$ cat config.mk
export PLATFORM = sky130hd
export DESIGN_NAME = piso_shift_register
export DESIGN_NICKNAME = d
export VERILOG_FILES = /design/src/rtl/piso_pkg.sv /design/src/rtl/piso_shift_register.sv
export SDC_FILE = /design/constraint.sdc
export NUM_CORES = 1
export LEC_CHECK = 0
export ABC_AREA = 1
export BUFFER_PORTS_ARGS = -buffer_cell sky130_fd_sc_hd__buf_4
export CAP_MARGIN = 10
export CORE_MARGIN = 2
export CORE_UTILIZATION = 33
export CTS_BUF_LIST = sky130_fd_sc_hd__clkbuf_4
export CTS_CLUSTER_DIAMETER = 150
export DETAILED_ROUTE_END_ITERATION = 7
export GPL_ROUTABILITY_DRIVEN = 0
export REMOVE_ABC_BUFFERS = 1
export SYNTH_ARGS = -nofsm -noshare
export SYNTH_HDL_FRONTEND = slang
export SYNTH_SLANG_ARGS = --single-unit
$ cat constraint.sdc
create_clock -name clk -period 2 [get_ports clk]
set_clock_uncertainty 0.2 [all_clocks]
set_input_delay 0 -clock clk [delete_from_list [all_inputs] [get_ports clk]]
set_output_delay 0 -clock clk [all_outputs]
set_load 0.01 [all_outputs]
$ cat src/rtl/piso_pkg.sv
`default_nettype none
// ============================================================================
//  Module      : piso_pkg
//  Description : Shared types and helpers for the parallel-in / serial-out
//                shift register (FSM state type, counter width helper).
//  Revision    : 1.0 - initial release
// ============================================================================
package piso_pkg;

    // Two-state transmit FSM: waiting for a word, or shifting a frame out
    typedef enum logic [0:0] {
        IDLE  = 1'b0,
        SHIFT = 1'b1
    } piso_state_e;

    // Width of a down-counter that must hold values 0 .. frame_len-1
    function automatic int piso_cnt_width(input int frame_len);
        return (frame_len > 2) ? $clog2(frame_len) : 1;
    endfunction

endpackage
`default_nettype wire

$ cat src/rtl/piso_shift_register.sv
`default_nettype none
// ============================================================================
//  Module      : piso_shift_register
//  Description : Parallel-in, serial-out shift register. Accepts a WIDTH-bit
//                word on a valid/ready handshake and emits it one bit per
//                clock with a qualifying valid and a last-bit marker.
//                Optional macro PISO_PARITY_EN appends an even-parity bit
//                (XOR of the data bits) after the data bits of every frame.
//  Revision    : 1.0 - initial release
// ============================================================================
module piso_shift_register
    import piso_pkg::*;
#(
    parameter int WIDTH     = 4,
    parameter bit LSB_FIRST = 1'b1
) (
    input  logic             clk,
    input  logic             reset_n,
    input  logic             load_valid_i,
    output logic             load_ready_o,
    input  logic [WIDTH-1:0] data_i,
    output logic             x_o,
    output logic             x_valid_o,
    output logic             x_last_o
);

`ifdef PISO_PARITY_EN
    localparam int FRAME_LEN = WIDTH + 1;
`else
    localparam int FRAME_LEN = WIDTH;
`endif
    localparam int               CNT_W    = piso_cnt_width(FRAME_LEN);
    localparam logic [CNT_W-1:0] CNT_LOAD = CNT_W'(FRAME_LEN - 1);
    localparam logic [CNT_W-1:0] CNT_ONE  = CNT_W'(1);

    // The shift register holds the whole frame (data plus optional parity);
    // the bit currently on the wire always sits at the output end, so x_o is
    // a plain register tap and reads 0 whenever the register is cleared.
    piso_state_e          state_q, state_d;
    logic [FRAME_LEN-1:0] sr_q, sr_d;
    logic [CNT_W-1:0]     cnt_q, cnt_d;
    logic                 valid_q, valid_d;
    logic                 last_q, last_d;

    logic [FRAME_LEN-1:0] w_frame;
    logic [FRAME_LEN-1:0] w_sr_shifted;
    logic                 w_load;

`ifdef PISO_PARITY_EN
    logic w_parity;
    assign w_parity = ^data_i;
`endif

    // Frame assembly and shift direction depend on bit order
    generate
        if (LSB_FIRST) begin : g_lsb_first
`ifdef PISO_PARITY_EN
            assign w_frame = {w_parity, data_i};
`else
            assign w_frame = data_i;
`endif
            assign w_sr_shifted = {1'b0, sr_q[FRAME_LEN-1:1]};
            assign x_o          = sr_q[0];
        end else begin : g_msb_first
`ifdef PISO_PARITY_EN
            assign w_frame = {data_i, w_parity};
`else
            assign w_frame = data_i;
`endif
            assign w_sr_shifted = {sr_q[FRAME_LEN-2:0], 1'b0};
            assign x_o          = sr_q[FRAME_LEN-1];
        end
    endgenerate

    // Ready only from registered state: idle, or presenting the final bit
    assign load_ready_o = (state_q == IDLE) || ((state_q == SHIFT) && last_q);
    assign w_load       = load_valid_i && load_ready_o;
    assign x_valid_o    = valid_q;
    assign x_last_o     = last_q;

    // Next-state logic: load a new frame, advance one bit, or fall back to idle
    always_comb begin
        state_d = state_q;
        sr_d    = sr_q;
        cnt_d   = cnt_q;
        valid_d = valid_q;
        last_d  = last_q;
        case (state_q)
            IDLE: begin
                if (w_load) begin
                    state_d = SHIFT;
                    sr_d    = w_frame;
                    cnt_d   = CNT_LOAD;
                    valid_d = 1'b1;
                    last_d  = 1'b0;
                end
            end
            SHIFT: begin
                if (cnt_q != '0) begin
                    sr_d   = w_sr_shifted;
                    cnt_d  = cnt_q - CNT_ONE;
                    last_d = (cnt_q == CNT_ONE);
                end else if (w_load) begin
                    // Back-to-back frame: no idle gap, valid stays high
                    sr_d    = w_frame;
                    cnt_d   = CNT_LOAD;
                    valid_d = 1'b1;
                    last_d  = 1'b0;
                end else begin
                    state_d = IDLE;
                    sr_d    = '0;
                    valid_d = 1'b0;
                    last_d  = 1'b0;
                end
            end
            default: begin
                state_d = IDLE;
                sr_d    = '0;
                cnt_d   = '0;
                valid_d = 1'b0;
                last_d  = 1'b0;
            end
        endcase
    end

    // State registers; reset aborts any frame in flight immediately
    always_ff @(posedge clk or negedge reset_n) begin
        if (!reset_n) begin
            state_q <= IDLE;
            sr_q    <= '0;
            cnt_q   <= '0;
            valid_q <= 1'b0;
            last_q  <= 1'b0;
        end else begin
            state_q <= state_d;
            sr_q    <= sr_d;
            cnt_q   <= cnt_d;
            valid_q <= valid_d;
            last_q  <= last_d;
        end
    end

endmodule
`default_nettype wire

# After elaboration in Yosys (flattened, before gate mapping)
# Cells that the tools add are included.
totals:
  reg_bits: 9
classes:
  add_sub_neg: 1
  eq_ne: 3
  mux: 16
  bitwise: 1
  n_reduce_logical: 5
ops:
  columns: ["op", "n"]
  rows:
  - ["two-way mux 4 bit", 3]
  - ["one-hot mux 4 bit (2 select lines)", 1]
  - ["two-way mux 1 bit", 6]
  - ["one-hot mux 1 bit (2 select lines)", 3]
  - ["two-way mux 2 bit", 2]
  - ["inequality test 2 bit (second input constant)", 2]
  - ["one-hot mux 2 bit (2 select lines)", 1]
  - ["== test 2 x 1 -> 1 bit (second input constant)", 1]
  - ["logical AND 1 bit", 2]
  - ["AND reduction 2 bit", 1]
  - ["nonzero test 2 bit", 1]
  - ["subtractor 2 x 1 -> 2 bit (second input constant)", 1]
  - ["logical OR 1 bit", 1]
  - ["NOT 1 bit", 1]

# Logic depth before layout (Yosys ltp)
# Gate-level depths: netlist (run 1).
depth:
  ltp_word: 6
  ltp_mapped: 6
  mapped_depth_nobuf: 6

# Least setup slack after synthesis (run 1)
# No wires, ideal clock.
synth_timing:
  path_type: "flip-flop to flip-flop"
  startpoint: "reg state_q"
  endpoint: "reg sr_q[0]"
  setup_time_ns: 0.120
  arrival_time_ns: 0.783
  t_required_ns: 1.680
  setup_slack_ns: 0.897
  path_stages_with_launch: 6
  n_path_buf: 1
  synth_period_minus_slack_ns: 1.103
  path_cell_list: "dfrtp_1 -> buf_6 -> inv_6 -> a21o_4 -> nand3_2 -> a21oi_2"
synth_via:
  elab_chain_len: 6
synth_rtl:
  columns: ["element", "line_no", "source"]
  rows:
  - ["start, declared", "piso_shift_register.sv:39", "piso_state_e state_q, state_d;"]
  - ["start signal, assigned", "piso_shift_register.sv:135", "state_q <= state_d;"]
  - ["logical AND 1 bit / NOT 1 bit (equally long branches)", null, null]
  - ["logical OR 1 bit", "piso_shift_register.sv:76", "assign load_ready_o = (state_q == IDLE) || ((state_q == SHIFT) && last_q);"]
  - ["logical AND 1 bit", "piso_shift_register.sv:77", "assign w_load = load_valid_i && load_ready_o;"]
  - ["two-way mux 4 bit", "piso_shift_register.sv:103", "end else if (w_load) begin"]
  - ["two-way mux 4 bit", "piso_shift_register.sv:99", "if (cnt_q != '0) begin"]
  - ["one-hot mux 4 bit (2 select lines)", "piso_shift_register.sv:88", "case (state_q)"]
  - ["end signal, assigned", "piso_shift_register.sv:136", "sr_q <= sr_d;"]
  - ["end, declared", "piso_shift_register.sv:40", "logic [FRAME_LEN-1:0] sr_q, sr_d;"]
# Parallel ways exist; a longest one is shown, timed or not.
# A chain may end at the register's enable or synchronous reset.

# Worst setup path in the final report (run 1)
layout_timing:
  startpoint: "reg state_q"
  endpoint: "reg sr_q[3]"
# Same word-level chain as after synthesis.

==> reports/qor.csv, run 1 <==
metric,value,unit
wl,980,um
wl_per_cell,11.01,um
fin_crit_sh,88.55,%
reg2regPathDepth,4,
rsz0062_at_grt,false,
clock-sinks,9,
hp-start,sr_q[0],
slowest_stage,dfrtp_1,
r2r_start,state_q,
nets,81,
fin_tns_setup,0,ns
cap_violations,0,
synth_compound_area_share,15.75,%
final_antenna_net_count,0,
r2r_end,sr_q[3],
outcome,finished clean,
start_util,34.01,%
cp_max_fo,8,
ctsHtreeMaxLevel,1,
period_needed,1.771,ns
cts_tree,built,
max_freq,564.6,MHz
root_buffer,clkbuf_4,
cts_buffer_depth,2,
yosysTopAreaCell,dfrtp_1,
synth_xor_area_share,0,%
syn_inst,52,
worstMarginPinSlew,0.4310,ns
hold_slack,0.3199,ns
via_count,424,
ys_types,20,
diodes,0,
yosysWarnings,0,
cpPeakStageDelay,0.59,ns
slew_viol_final,0,
grtUsageTotal,12.96,%
post-cts-setup-buffers,0,
hold_violations,0,
firstDrtPassIters,4,
synth_area_leaders,"dfrtp_1, nand3_2, nand2_1",
synth_top_family_by_area,simple AND/OR/NAND/NOR gates,
ys_ff_latch,9,
hold_path.class,reg2reg,
muxShareOfSynthArea,0,%
grt_first_pass_wirelength,1.690,mm
path_buf_inv,1,
design.core.area,1471,um^2
r2r_slack,0.23,ns
die-area,1844,um^2
cellPowerDensity,1473,nW/um^2
syn_area_per_cell,9.625,um^2
fp-row-count,14,
synth_fa_ha_area_share,0,%
die_y,42.95,um
async_flop_share,100.0,%
yosysTopAreaCellShare,45.00,%
grt_max_degree,10,
synth_most_common_cell,dfrtp_1,
max_slew_margin,71.17,%
dp_hpwl,712.1,um
synth-simple-area-share,28.75,%
arrival,1.73,ns
ys_seq_area_share,45.00,%
critPathCaptureType,flip-flop,
cp.required,1.96,ns
cts_buffers,3,
drtIter0Drc,4,
area_growth_syn_to_layout,38.75,%
grt_pass1_vias,402,
synthFlopType,dfrtp_1,
leakagePower,0.3450,nW
vdd_drop_max,898.0,uV
antenna_found_initial,0,
drc,0,
insertion_delay,0.27,ns
critPathLaunchType,flip-flop,
worstHoldPathCells,2,
cp_cell_sequence,nand2_2 -> nand3_4 -> o21ai_2 -> dlygate4sd3_1,
numPortBuffers,10,
avgViaCountPerCell,4.764,
synth_edf_count,0,
die_w,42.95,um
overflow,0,
synth_common_cells,"dfrtp_1, nand2_1, inv_1, nand3_1, nor2_1",
min_to,sr_q[0],
clk_pin_slew,0.06,ns
critPathTopFamily,flip-flops,
drive_above_1_share,41.10,%
syn-cell-area,500.5,um^2
setup_viol_count_final,0,
critPathKind,reg2reg,
io_pins,11,
## area by class of cell
cell class | instances | area, um^2
clock buffers | 4 | 30.03
fillers | 163 | 777.0
well taps | 16 | 20.02
repair buffers | 18 | 155.1
multi-input cells | 33 | 222.7
inverters | 9 | 41.29
flip-flops and latches | 9 | 225.2
## worst min-delay path, stage by stage, from the launching register on
cell and delay [ns]:
dfrtp_1 0.34, nor2_1 0.05, a21oi_2 0.09
## per-layer routing
layer  part of all wire, %  routed length [um]  track usage [%]  up-vias
met5                     0                   0                0        -
met4                   3.3                  32            10.91        0
met3                   4.8                  47            2.553        5
met2                    47                 456            21.21       13
met1                    45                 444            14.14      198
li1                      -                   -                -      208
## power breakdown
| group | switching, mW | internal [mW] | leakage, nW | total, mW |
|---|---|---|---|---|
| clock | 0.0704 | 0.0908 | 0.0184 | 0.161 |
| combinational | 0.273 | 0.227 | 0.216 | 0.500 |
| sequential | 0.0950 | 0.267 | 0.110 | 0.362 |
## timing repair
item                                   4_1_cts  5_1_grt
endpoints found under the hold margin       18        0
hold buffers                                 8        0
gates resized for setup                      0        0
setup endpoints to repair                    0        0
## through the flow
stage	area (um^2)	setup slack [ns]	util, %	power [mW]	instances
floorplan	489.2	0.7977	-	0.7076	51
global placement	584.3	0.7468	39.71	0.8487	77
detailed placement	584.3	0.7358	39.71	0.8489	77
CTS	694.4	0.2313	47.19	1.032	89
global route	694.4	0.1760	47.19	1.100	89
finish	694.4	0.2289	47.19	1.023	89
## cell usage in the layout (no fill, tap or decap), types with 2 or more instances in the layout
master,count
nand3_1,4
a21oi_2,3
buf_4,10
nand2_4,2
dlygate4sd3_1,8
nor2_1,4
nand2_2,2
inv_1,6
a21oi_1,2
nand3_2,3
nand2_1,7
dfrtp_1,9
clkbuf_4,4
## flip-flops by register name (all words and copies together) (netlist names)
signal	flops
x_valid_o	1
cnt_q	2
x_last_o	1
state_q	1
sr_q	4
## worst max path at each step
stage                         end    start  slack [ns]  cells past startpoint
after CTS                 sr_q[3]  state_q        0.23                      4
after floorplan           sr_q[0]  state_q        0.80                      4
after global routing      sr_q[3]  state_q        0.18                      4
final                     sr_q[3]  state_q        0.23                      4
after global placement    sr_q[2]  state_q        0.75                      4
after detailed placement  sr_q[1]  state_q        0.74                      5
## logic make-up after synthesis
group	count (synthesis)
AO/OA/AOI/OAI	10
AND/OR/NAND/NOR	23
flip-flops	9
buffers and inverters	10
Note: power is estimated with default switching activity, not from simulation.
==> run 2, diff against run 1 <==
--- a/config.mk
+++ b/config.mk
@@ -15,4 +15,5 @@
 export DETAILED_ROUTE_END_ITERATION = 7
 export GPL_ROUTABILITY_DRIVEN = 0
+export GPL_TIMING_DRIVEN = 1
 export REMOVE_ABC_BUFFERS = 1
 export SYNTH_ARGS = -nofsm -noshare
==> constraint.sdc (replaced) <==
create_clock -name clk -period 2 [get_ports clk]
set_clock_uncertainty 0.2 [all_clocks]
set_input_delay 0.3 -clock clk [delete_from_list [all_inputs] [get_ports clk]]
set_output_delay 0.3 -clock clk [all_outputs]
set_load 0.01 [all_outputs]
==> reports/qor.csv, run 2 (synthesized netlist as in run 1, its figures left out) <==
metric,value,unit,change
die-area,1844,um^2,unchanged
arrival,1.15,ns,-0.58 ns
area_growth_syn_to_layout,24.75,%,
cp_max_fo,8,,unchanged
worstHoldPathCells,3,,+1
root_buffer,clkbuf_4,,
design.core.area,1471,um^2,unchanged
ctsHtreeMaxLevel,1,,unchanged
grt_first_pass_wirelength,1.483,mm,-12%
fin_tns_setup,0,ns,unchanged
layoutNonFillerInstCount,82,,-7.9%
top_register,sr_q,,
cts_buffers,3,,unchanged
rsz0062_at_grt,false,,
numPortBuffers,10,,unchanged
worstMarginPinSlew,0.3984,ns,-0.03263 ns
final_antenna_net_count,0,,unchanged
period_needed,1.651,ns,-0.1198 ns
clock-sinks,9,,unchanged
io_pins,11,,unchanged
start_util,34.01,%,unchanged
fp-row-count,14,,unchanged
path_buf_inv,1,,unchanged
vdd_drop_max,736.1,uV,-18%
critPathTopFamily,flip-flops,,
drive_above_1_share,45.45,%,+4.4 points
slowest_stage,dfrtp_1,,
wl,854,um,-13%
critPathCaptureType,output pin,,
die_y,42.95,um,unchanged
overflow,0,,unchanged
cap_violations,0,,unchanged
cp.depth,2,,-2
critPathKind,reg2out,,
reg_top3,"sr_q (4), cnt_q (2)",,
via_count,374,,-12%
cp_cell_sequence,nand2_2 -> buf_4,,
hold_violations,0,,unchanged
max_slew_margin,73.44,%,+2.3 points
firstDrtPassIters,1,,-3
cts_tree,built,,
fin_crit_sh,82.57,%,-6.0 points
dp_cells,77,,unchanged
post-cts-setup-buffers,0,,unchanged
cpPeakStageDelay,0.58,ns,about the same
critPathLaunchType,flip-flop,,
max_freq,605.6,MHz,+7.3%
holdBufCountCts,1,,-7
insertion_delay,0.26,ns,about the same
grt_pass1_vias,341,,-15%
wl_per_cell,10.41,um,-5.4%
diodes,0,,unchanged
setup_viol_count_final,0,,unchanged
mostFrequentLayoutCell,buf_4,,
nets,74,,-8.6%
r2r_slack,0.72,ns,+0.49 ns
reg2regPathDepth,4,,unchanged
leakagePower,0.3136,nW,-9.1%
hold_path.class,in2reg,,
grtUsageTotal,11.31,%,-1.7 points
clk_pin_slew,0.06,ns,about the same
dp_hpwl,674.2,um,-5.3%
drtIter0Drc,0,,-4
avgViaCountPerCell,4.561,,-4.3%
cp.required,1.50,ns,-0.46 ns
antenna_found_initial,0,,unchanged
cts_buffer_depth,2,,unchanged
die_w,42.95,um,unchanged
cts_resized,0,,unchanged
outcome,finished clean,,
slew_viol_final,0,,unchanged
power.total,987.9,uW,-3.4%
cellPowerDensity,1582,nW/um^2,+7.4%
drc,0,,unchanged
largest_reg_flops,4,,unchanged
layout_common_cells,"buf_4, dfrtp_1, nand2_1, inv_1",,
grt_max_degree,10,,unchanged
final_util,42.43,%,-4.8 points
==> run 2: area by class of cell <==
type                    count  area [um^2]
repair buffers             11        85.08
flip-flops and latches      9        225.2
multi-input cells          33        222.7
fillers                   155        847.1
clock buffers               4        30.03
well taps                  16        20.02
inverters                   9        41.29
==> run 2: where the power goes <==
| part | internal (mW) | switching, mW | leakage, nW | total, mW |
|---|---|---|---|---|
| clock | 0.0904 | 0.0621 | 0.0184 | 0.152 |
| sequential | 0.267 | 0.0904 | 0.110 | 0.357 |
| combinational | 0.213 | 0.265 | 0.185 | 0.478 |
| total | 0.570 | 0.418 | 0.314 | 0.988 |
==> run 2: worst min-delay path, cell delays in order <==
cell	delay [ns]
buf_4	0.11
inv_1	0.05
o21ai_2	0.05
==> run 2: routing by layer <==
layer	share of wire, %	up-vias	track usage [%]	wire, um
met5	0	-	0	0
met4	0	0	1.818	0
met3	7.4	0	7.660	63
met2	43	10	16.36	366
met1	50	167	14.17	425
li1	-	197	-	-
==> run 2: path summary, 6_finish.rpt <==
path,from,endpoint
max reg2reg,state_q,sr_q[2]
min,data_i[3],sr_q[3]
min reg2reg,x_valid_o,x_valid_o
min in group asynchronous,reset_n,cnt_q[0]
max in group asynchronous,reset_n,sr_q[3]
max,state_q,load_ready_o
==> run 2: per-stage QoR <==
step,hold WS [ns],cell area (um^2),setup WS (ns)
global placement,-0.06593,584.3,0.6386
detailed placement,-0.06628,584.3,0.6265
floorplan,-0.1956,489.2,0.7977
finish,0.08976,624.3,0.3487
CTS,0.08179,624.3,0.3374
global route,0.08501,624.3,0.2714
